===== src/rtl/seq_divider_pkg.sv =====
// Shared types and constants for the sequential signed divider.
package seq_divider_pkg;

    localparam int unsigned DIV_WIDTH = 32;

    localparam logic [DIV_WIDTH-1:0] MOST_NEG = {1'b1, {(DIV_WIDTH - 1) {1'b0}}};

    typedef enum logic [1:0] {
        S_IDLE = 2'd0,
        S_RUN  = 2'd1,
        S_DONE = 2'd2
    } div_state_e;

endpackage


===== src/rtl/div_sub_step.sv =====
// Combinational a - b as a + ~b + 1 over chained CLA cells; no_borrow is the final carry.
module div_sub_step #(
    parameter int unsigned WIDTH = 32
) (
    input  logic [WIDTH-1:0] a_i,
    input  logic [WIDTH-1:0] b_i,
    output logic [WIDTH-1:0] diff_o,
    output logic             no_borrow_o
);
    localparam int unsigned Cells = WIDTH / 8;

    logic [Cells:0]   carry;
    logic [WIDTH-1:0] b_inv;

    assign b_inv    = ~b_i;
    assign carry[0] = 1'b1;

    for (genvar k = 0; k < Cells; k++) begin : g_cell
        seq_divider_cla8 u_cla (
            .a_i  (a_i[8*k +: 8]),
            .b_i  (b_inv[8*k +: 8]),
            .c_i  (carry[k]),
            .sum_o(diff_o[8*k +: 8]),
            .c_o  (carry[k+1])
        );
    end

    assign no_borrow_o = carry[Cells];

endmodule


===== src/rtl/seq_divider_cla8.sv =====
// 8-bit carry-lookahead adder cell; each carry is expanded directly from g/p terms.
module seq_divider_cla8 (
    input  logic [7:0] a_i,
    input  logic [7:0] b_i,
    input  logic       c_i,
    output logic [7:0] sum_o,
    output logic       c_o
);
    logic [7:0] gen;
    logic [7:0] prop;
    logic [8:0] carry;
    logic       acc;
    logic       run;

    always_comb begin
        gen   = a_i & b_i;
        prop  = a_i ^ b_i;
        carry = '0;
        acc   = 1'b0;
        run   = 1'b0;
        carry[0] = c_i;
        for (int i = 0; i < 8; i++) begin
            acc = gen[i];
            run = prop[i];
            for (int j = i - 1; j >= 0; j--) begin
                acc = acc | (run & gen[j]);
                run = run & prop[j];
            end
            carry[i+1] = acc | (run & c_i);
        end
        sum_o = prop ^ carry[7:0];
        c_o   = carry[8];
    end

endmodule


===== src/rtl/seq_divider.sv =====
// Multicycle signed restoring divider: one quotient bit per cycle, start/ready handshake.
module seq_divider
    import seq_divider_pkg::*;
#(
    parameter int unsigned WIDTH = DIV_WIDTH,
    parameter int unsigned CNT_W = 6
) (
    input  logic             clock,
    input  logic             reset_n,
    input  logic             ctrl_div,
    input  logic [WIDTH-1:0] data_operandA,
    input  logic [WIDTH-1:0] data_operandB,
    output logic [WIDTH-1:0] data_result,
    output logic [WIDTH-1:0] data_remainder,
    output logic             data_exception,
    output logic             data_resultRDY,
    output logic             busy
);
    localparam logic [WIDTH-1:0] MinNeg  = {1'b1, {(WIDTH - 1) {1'b0}}};
    localparam logic [CNT_W-1:0] LastCnt = CNT_W'(WIDTH - 1);

    div_state_e       state_q, state_d;
    logic [CNT_W-1:0] cnt_q, cnt_d;
    logic [WIDTH-1:0] quo_q, quo_d, rem_q, rem_d, dvs_q, dvs_d;
    logic             negq_q, negq_d, negr_q, negr_d, exc_q, exc_d;
    logic [WIDTH-1:0] result_q, result_d, remainder_q, remainder_d;
    logic             exc_out_q, exc_out_d, rdy_q, rdy_d;

    logic [WIDTH-1:0] neg_a, neg_b, neg_quo, neg_rem;
    logic [WIDTH-1:0] abs_a, abs_b, shifted, trial;
    logic             no_borrow, b_zero, ovf;
    logic             unused_nb_a, unused_nb_b, unused_nb_q, unused_nb_r;

    // Negation is 0 - x through the same subtract step.
    div_sub_step #(.WIDTH(WIDTH)) u_neg_a (
        .a_i('0), .b_i(data_operandA), .diff_o(neg_a), .no_borrow_o(unused_nb_a)
    );
    div_sub_step #(.WIDTH(WIDTH)) u_neg_b (
        .a_i('0), .b_i(data_operandB), .diff_o(neg_b), .no_borrow_o(unused_nb_b)
    );
    div_sub_step #(.WIDTH(WIDTH)) u_neg_quo (
        .a_i('0), .b_i(quo_q), .diff_o(neg_quo), .no_borrow_o(unused_nb_q)
    );
    div_sub_step #(.WIDTH(WIDTH)) u_neg_rem (
        .a_i('0), .b_i(rem_q), .diff_o(neg_rem), .no_borrow_o(unused_nb_r)
    );
    div_sub_step #(.WIDTH(WIDTH)) u_step (
        .a_i(shifted), .b_i(dvs_q), .diff_o(trial), .no_borrow_o(no_borrow)
    );

    // quo_q starts as |A| and shifts dividend bits out of its MSB as quotient bits enter.
    assign shifted = {rem_q[WIDTH-2:0], quo_q[WIDTH-1]};
    assign abs_a   = data_operandA[WIDTH-1] ? neg_a : data_operandA;
    assign abs_b   = data_operandB[WIDTH-1] ? neg_b : data_operandB;
    assign b_zero  = (data_operandB == '0);
    assign ovf     = (data_operandA == MinNeg) && (data_operandB == '1);

    always_comb begin
        state_d     = state_q;
        cnt_d       = cnt_q;
        quo_d       = quo_q;
        rem_d       = rem_q;
        dvs_d       = dvs_q;
        negq_d      = negq_q;
        negr_d      = negr_q;
        exc_d       = exc_q;
        result_d    = result_q;
        remainder_d = remainder_q;
        exc_out_d   = exc_out_q;
        rdy_d       = 1'b0;

        case (state_q)
            S_RUN: begin
                rem_d = no_borrow ? trial : shifted;
                quo_d = {quo_q[WIDTH-2:0], no_borrow};
                cnt_d = cnt_q + 1'b1;
                if (cnt_q == LastCnt) state_d = S_DONE;
            end
            S_DONE: begin
                result_d    = negq_q ? neg_quo : quo_q;
                remainder_d = negr_q ? neg_rem : rem_q;
                exc_out_d   = exc_q;
                rdy_d       = 1'b1;
                state_d     = S_IDLE;
            end
            default: ;
        endcase

        // A start in any state relatches; in DONE the finishing result still goes out.
        if (ctrl_div) begin
            quo_d   = b_zero ? '0 : abs_a;
            rem_d   = '0;
            dvs_d   = abs_b;
            negq_d  = ~b_zero & (data_operandA[WIDTH-1] ^ data_operandB[WIDTH-1]);
            negr_d  = ~b_zero & data_operandA[WIDTH-1];
            exc_d   = b_zero | ovf;
            cnt_d   = '0;
            state_d = b_zero ? S_DONE : S_RUN;
        end
    end

    always_ff @(posedge clock or negedge reset_n) begin
        if (!reset_n) begin
            state_q     <= S_IDLE;
            cnt_q       <= '0;
            quo_q       <= '0;
            rem_q       <= '0;
            dvs_q       <= '0;
            negq_q      <= 1'b0;
            negr_q      <= 1'b0;
            exc_q       <= 1'b0;
            result_q    <= '0;
            remainder_q <= '0;
            exc_out_q   <= 1'b0;
            rdy_q       <= 1'b0;
        end else begin
            state_q     <= state_d;
            cnt_q       <= cnt_d;
            quo_q       <= quo_d;
            rem_q       <= rem_d;
            dvs_q       <= dvs_d;
            negq_q      <= negq_d;
            negr_q      <= negr_d;
            exc_q       <= exc_d;
            result_q    <= result_d;
            remainder_q <= remainder_d;
            exc_out_q   <= exc_out_d;
            rdy_q       <= rdy_d;
        end
    end

    assign data_result    = result_q;
    assign data_remainder = remainder_q;
    assign data_exception = exc_out_q;
    assign data_resultRDY = rdy_q;
    assign busy           = (state_q != S_IDLE);

endmodule


===== config.mk =====
export PLATFORM = sky130hd
export DESIGN_NAME = seq_divider
export DESIGN_NICKNAME = d
export VERILOG_FILES = /design/src/rtl/seq_divider_pkg.sv /design/src/rtl/div_sub_step.sv /design/src/rtl/seq_divider_cla8.sv /design/src/rtl/seq_divider.sv
export SDC_FILE = /design/constraint.sdc
export NUM_CORES = 1
export LEC_CHECK = 0
export BUFFER_PORTS_ARGS = -buffer_cell sky130_fd_sc_hd__buf_4
export CAP_MARGIN = 20
export CORE_UTILIZATION = 64
export DETAILED_ROUTE_END_ITERATION = 16
export GPL_ROUTABILITY_DRIVEN = 0
export PLACE_DENSITY = 0.91
export SETUP_SLACK_MARGIN = 0.2
export SLEW_MARGIN = 20
export SYNTH_ARGS = -nofsm -noshare
export SYNTH_HDL_FRONTEND = slang
export SYNTH_SLANG_ARGS = --single-unit

===== constraint.sdc =====
create_clock -name clock -period 5.6 [get_ports clock]
set_input_delay 1.12 -clock clock [delete_from_list [all_inputs] [get_ports clock]]
set_output_delay 1.12 -clock clock [all_outputs]
set_load 0.01 [all_outputs]

==> metrics.yaml <==
io_pins: 134
gr-total-overflow: 0
rrSetupSlack_ps: 1620
cp-start-kind: "register"
worstHoldStart: "data_result[9]"
numPortBuffers: 133
vdd_drop_max_uv: 251
crit_required_ps: 5960
synth_top_cell_by_area: "dfrtp_1"
hold_viol: 0
path_max_fanout: 28
synth_cell_types: 73
hold_end: "data_result[9]"
fmax_ghz: 0.251
r2r-start: "rem_q[14]"
relSlewSlack: 0.253
dp_hpwl_um: 19900
rsz0062_at_grt: "false"
cts_setup_buffers: 0
synth_flop_cell: "dfrtp_1"
fin_setup_tns_ps: 0
fin_crit_ps: 3980
grtUsageTotal: 0.329
cp_slowest_stage_delay_ps: 890
viasPerCell: 6.27
ys_ff_latch: 173
netlist_instances: 1256
p_per_area_mw_per_mm2: 327
path_class: "register to register"
cts.sinks: 173
worst_pin_slew_ps: 1120
drt-pass1-iter-count: 5
leakage_nw: 6.03
wl_per_cell_um: 18.0
nNetsFinal: 1468
synth_most_common_cell: "dfrtp_1"
reg2reg_depth: 9
drive_gt1_frac: 0.141
wl_um: 28400
cts_hold_buf: 0
area_growth_syn_to_layout_pct: 15.6
numCtsBuffers: 17
netlist_area_mm2: 0.0110
cts_resized: 0
async_flop_share: 1.00
synth.avg_cell_area_um2: 8.74
drt_iter0_drc: 879
worst_path_max_delay_cell: "or2_1"
grt_pass1_wl_um: 46000
core_area_mm2: 0.0166
synth_edf_count: 0
antenna_found_initial: 0
worstPathArrival_ps: 4340
drv_cap: 0
dieArea_mm2: 0.0177
grt_pass1_vias: 9327
worstReg2RegEnd: "rem_q[23]"
setup_viol: 0
drv_slew: 0
vias: 9898
seq_area_frac_synth: 0.394
initial_core_util: 0.660
ant_nets: 0
status: "complete, no violations"
clk_pin_slew_ps: 70
min_path_cells: 2
ys_top_cells_by_count: "173 x dfrtp_1, 162 x nand2_1, 133 x o21ai_0, 99 x xor2_1, 74 x nor2_1"
syn_nets: 1377
htree_levels: 4
clock_latency_ps: 440
finClkSkew_ps: 8.17
yosysTopAreaCellShare: 0.394
hp-class: "register to register"
cts_tree: "yes"
cp-end-kind: "register"
finalCritPeriodShare: 0.711
drc: 0
path_buf_inv: 0
chipHeight_um: 133
critical_path.top_delay_family: "compound AO/OA/AOI/OAI gates"
die_x_um: 133
yosys_warnings: 0
cp_cell_sequence: "ha_1, nand4_1, a311oi_1, a211oi_1, a2111o_1, a41oi_2, or2_1, o21ai_0, a21oi_1"
synthTopCellsByArea: "dfrtp_1 39%, xor2_1 7.9%, o21ai_0 6.1%"
root_buffer: "clkbuf_16"
cts_max_path_buffers: 2
grt_max_degree: 131
antenna_cells: 0
total_power_mw: 4.15
rows: 47
-- sequential cells by signal (all words and copies together) (netlist names) --
| name | count |
|---|---|
| negr_q | 1 |
| data_remainder | 32 |
| data_result | 32 |
| exc_q | 1 |
| dvs_q | 32 |
| data_resultRDY | 1 |
| cnt_q | 6 |
| rem_q | 32 |
| state_q | 2 |
| quo_q | 32 |
| negq_q | 1 |
| data_exception | 1 |
-- cell families (layout without fill, tap and decap cells) --
family                   after synthesis  after routing  synth area share
flip-flops                           173            173             0.394
AND/OR/NAND/NOR                      379            379             0.166
XOR/XNOR                             127            127             0.101
AO/OA/AOI/OAI                        343            343             0.187
adder cells (fa/ha/maj)               54             54            0.0636
multiplexers                          44             44            0.0402
buffers and inverters                136            239            0.0474
-- cell usage in the layout, fill, tap and decap left out, types with 4 or more instances in the layout --
cell / count
a31oi_1: 20
and3_1: 4
mux2i_1: 43
or4_1: 15
clkbuf_16: 17
a21o_1: 13
inv_1: 68
nor4_1: 9
nand3_1: 10
nand2b_1: 12
o21ai_1: 14
nand4_1: 17
nor2_1: 74
xnor2_1: 28
o22ai_1: 37
a21oi_1: 60
or3_1: 20
nor3_1: 17
o41ai_1: 5
nand2_1: 162
xor2_1: 99
o21ai_0: 133
or2_2: 5
o31ai_1: 18
buf_4: 138
ha_1: 51
nor2b_1: 8
dfrtp_1: 173
o21a_1: 5
-- how the worst max path moves through the flow --
| stage | to | from | slack (ps) | depth (start not counted) |
|---|---|---|---|---|
| after floorplan | quo_q[15] | data_operandA[5] | 2240 | 7 |
| after global placement | quo_q[31] | data_operandA[8] | 1880 | 8 |
| after detailed placement | rem_q[14] | rem_q[8] | 1810 | 9 |
| after CTS | rem_q[14] | rem_q[8] | 1780 | 9 |
| after global routing | rem_q[14] | rem_q[8] | 1400 | 9 |
| final | rem_q[23] | rem_q[14] | 1620 | 9 |
-- power by group --
group / switching [mW] / internal [mW] / total, mW
clock network: 0.508 / 0.715 / 1.22
logic: 0.689 / 0.554 / 1.24
registers: 0.209 / 1.47 / 1.68
-- worst reg2reg max path, cell delays in order, from the launching register on --
cell and delay [ps]:
dfrtp_1 450, ha_1 420, nand4_1 190, a311oi_1 390
a211oi_1 150, a2111o_1 450, a41oi_2 470, or2_1 890
o21ai_0 290, a21oi_1 220
-- metrics by stage --
stage / cells / utilization / instance area, µm² / setup slack, ps / hold slack, ps
2_1_floorplan: 1256 / - / 11000 / 2240 / 439
3_3_place_gp: 1547 / 0.725 / 12100 / 1880 / 463
3_5_place_dp: 1547 / 0.725 / 12100 / 1810 / 472
4_1_cts: 1578 / 0.761 / 12700 / 1780 / 488
5_1_grt: 1579 / 0.763 / 12700 / 1400 / 505
6_report: 1579 / 0.763 / 12700 / 1620 / 480
-- per-layer routing --
layer,vias up,wire [µm],GRT usage
met4,0,797,0.141
met5,-,0,0
met2,545,12800,0.498
met3,76,2610,0.0720
met1,4664,12100,0.456
li1,4613,-,-
-- area by class of cell --
type | instances | area (µm²)
multi-input cells | 947 | 6170
flip-flops and latches | 173 | 4330
fillers | 1144 | 3950
repair buffers | 140 | 1070
clock buffers | 19 | 443
well taps | 220 | 275
inverters | 68 | 255
clock inverters | 12 | 160
Note: power is estimated with default switching activity, not from simulation.
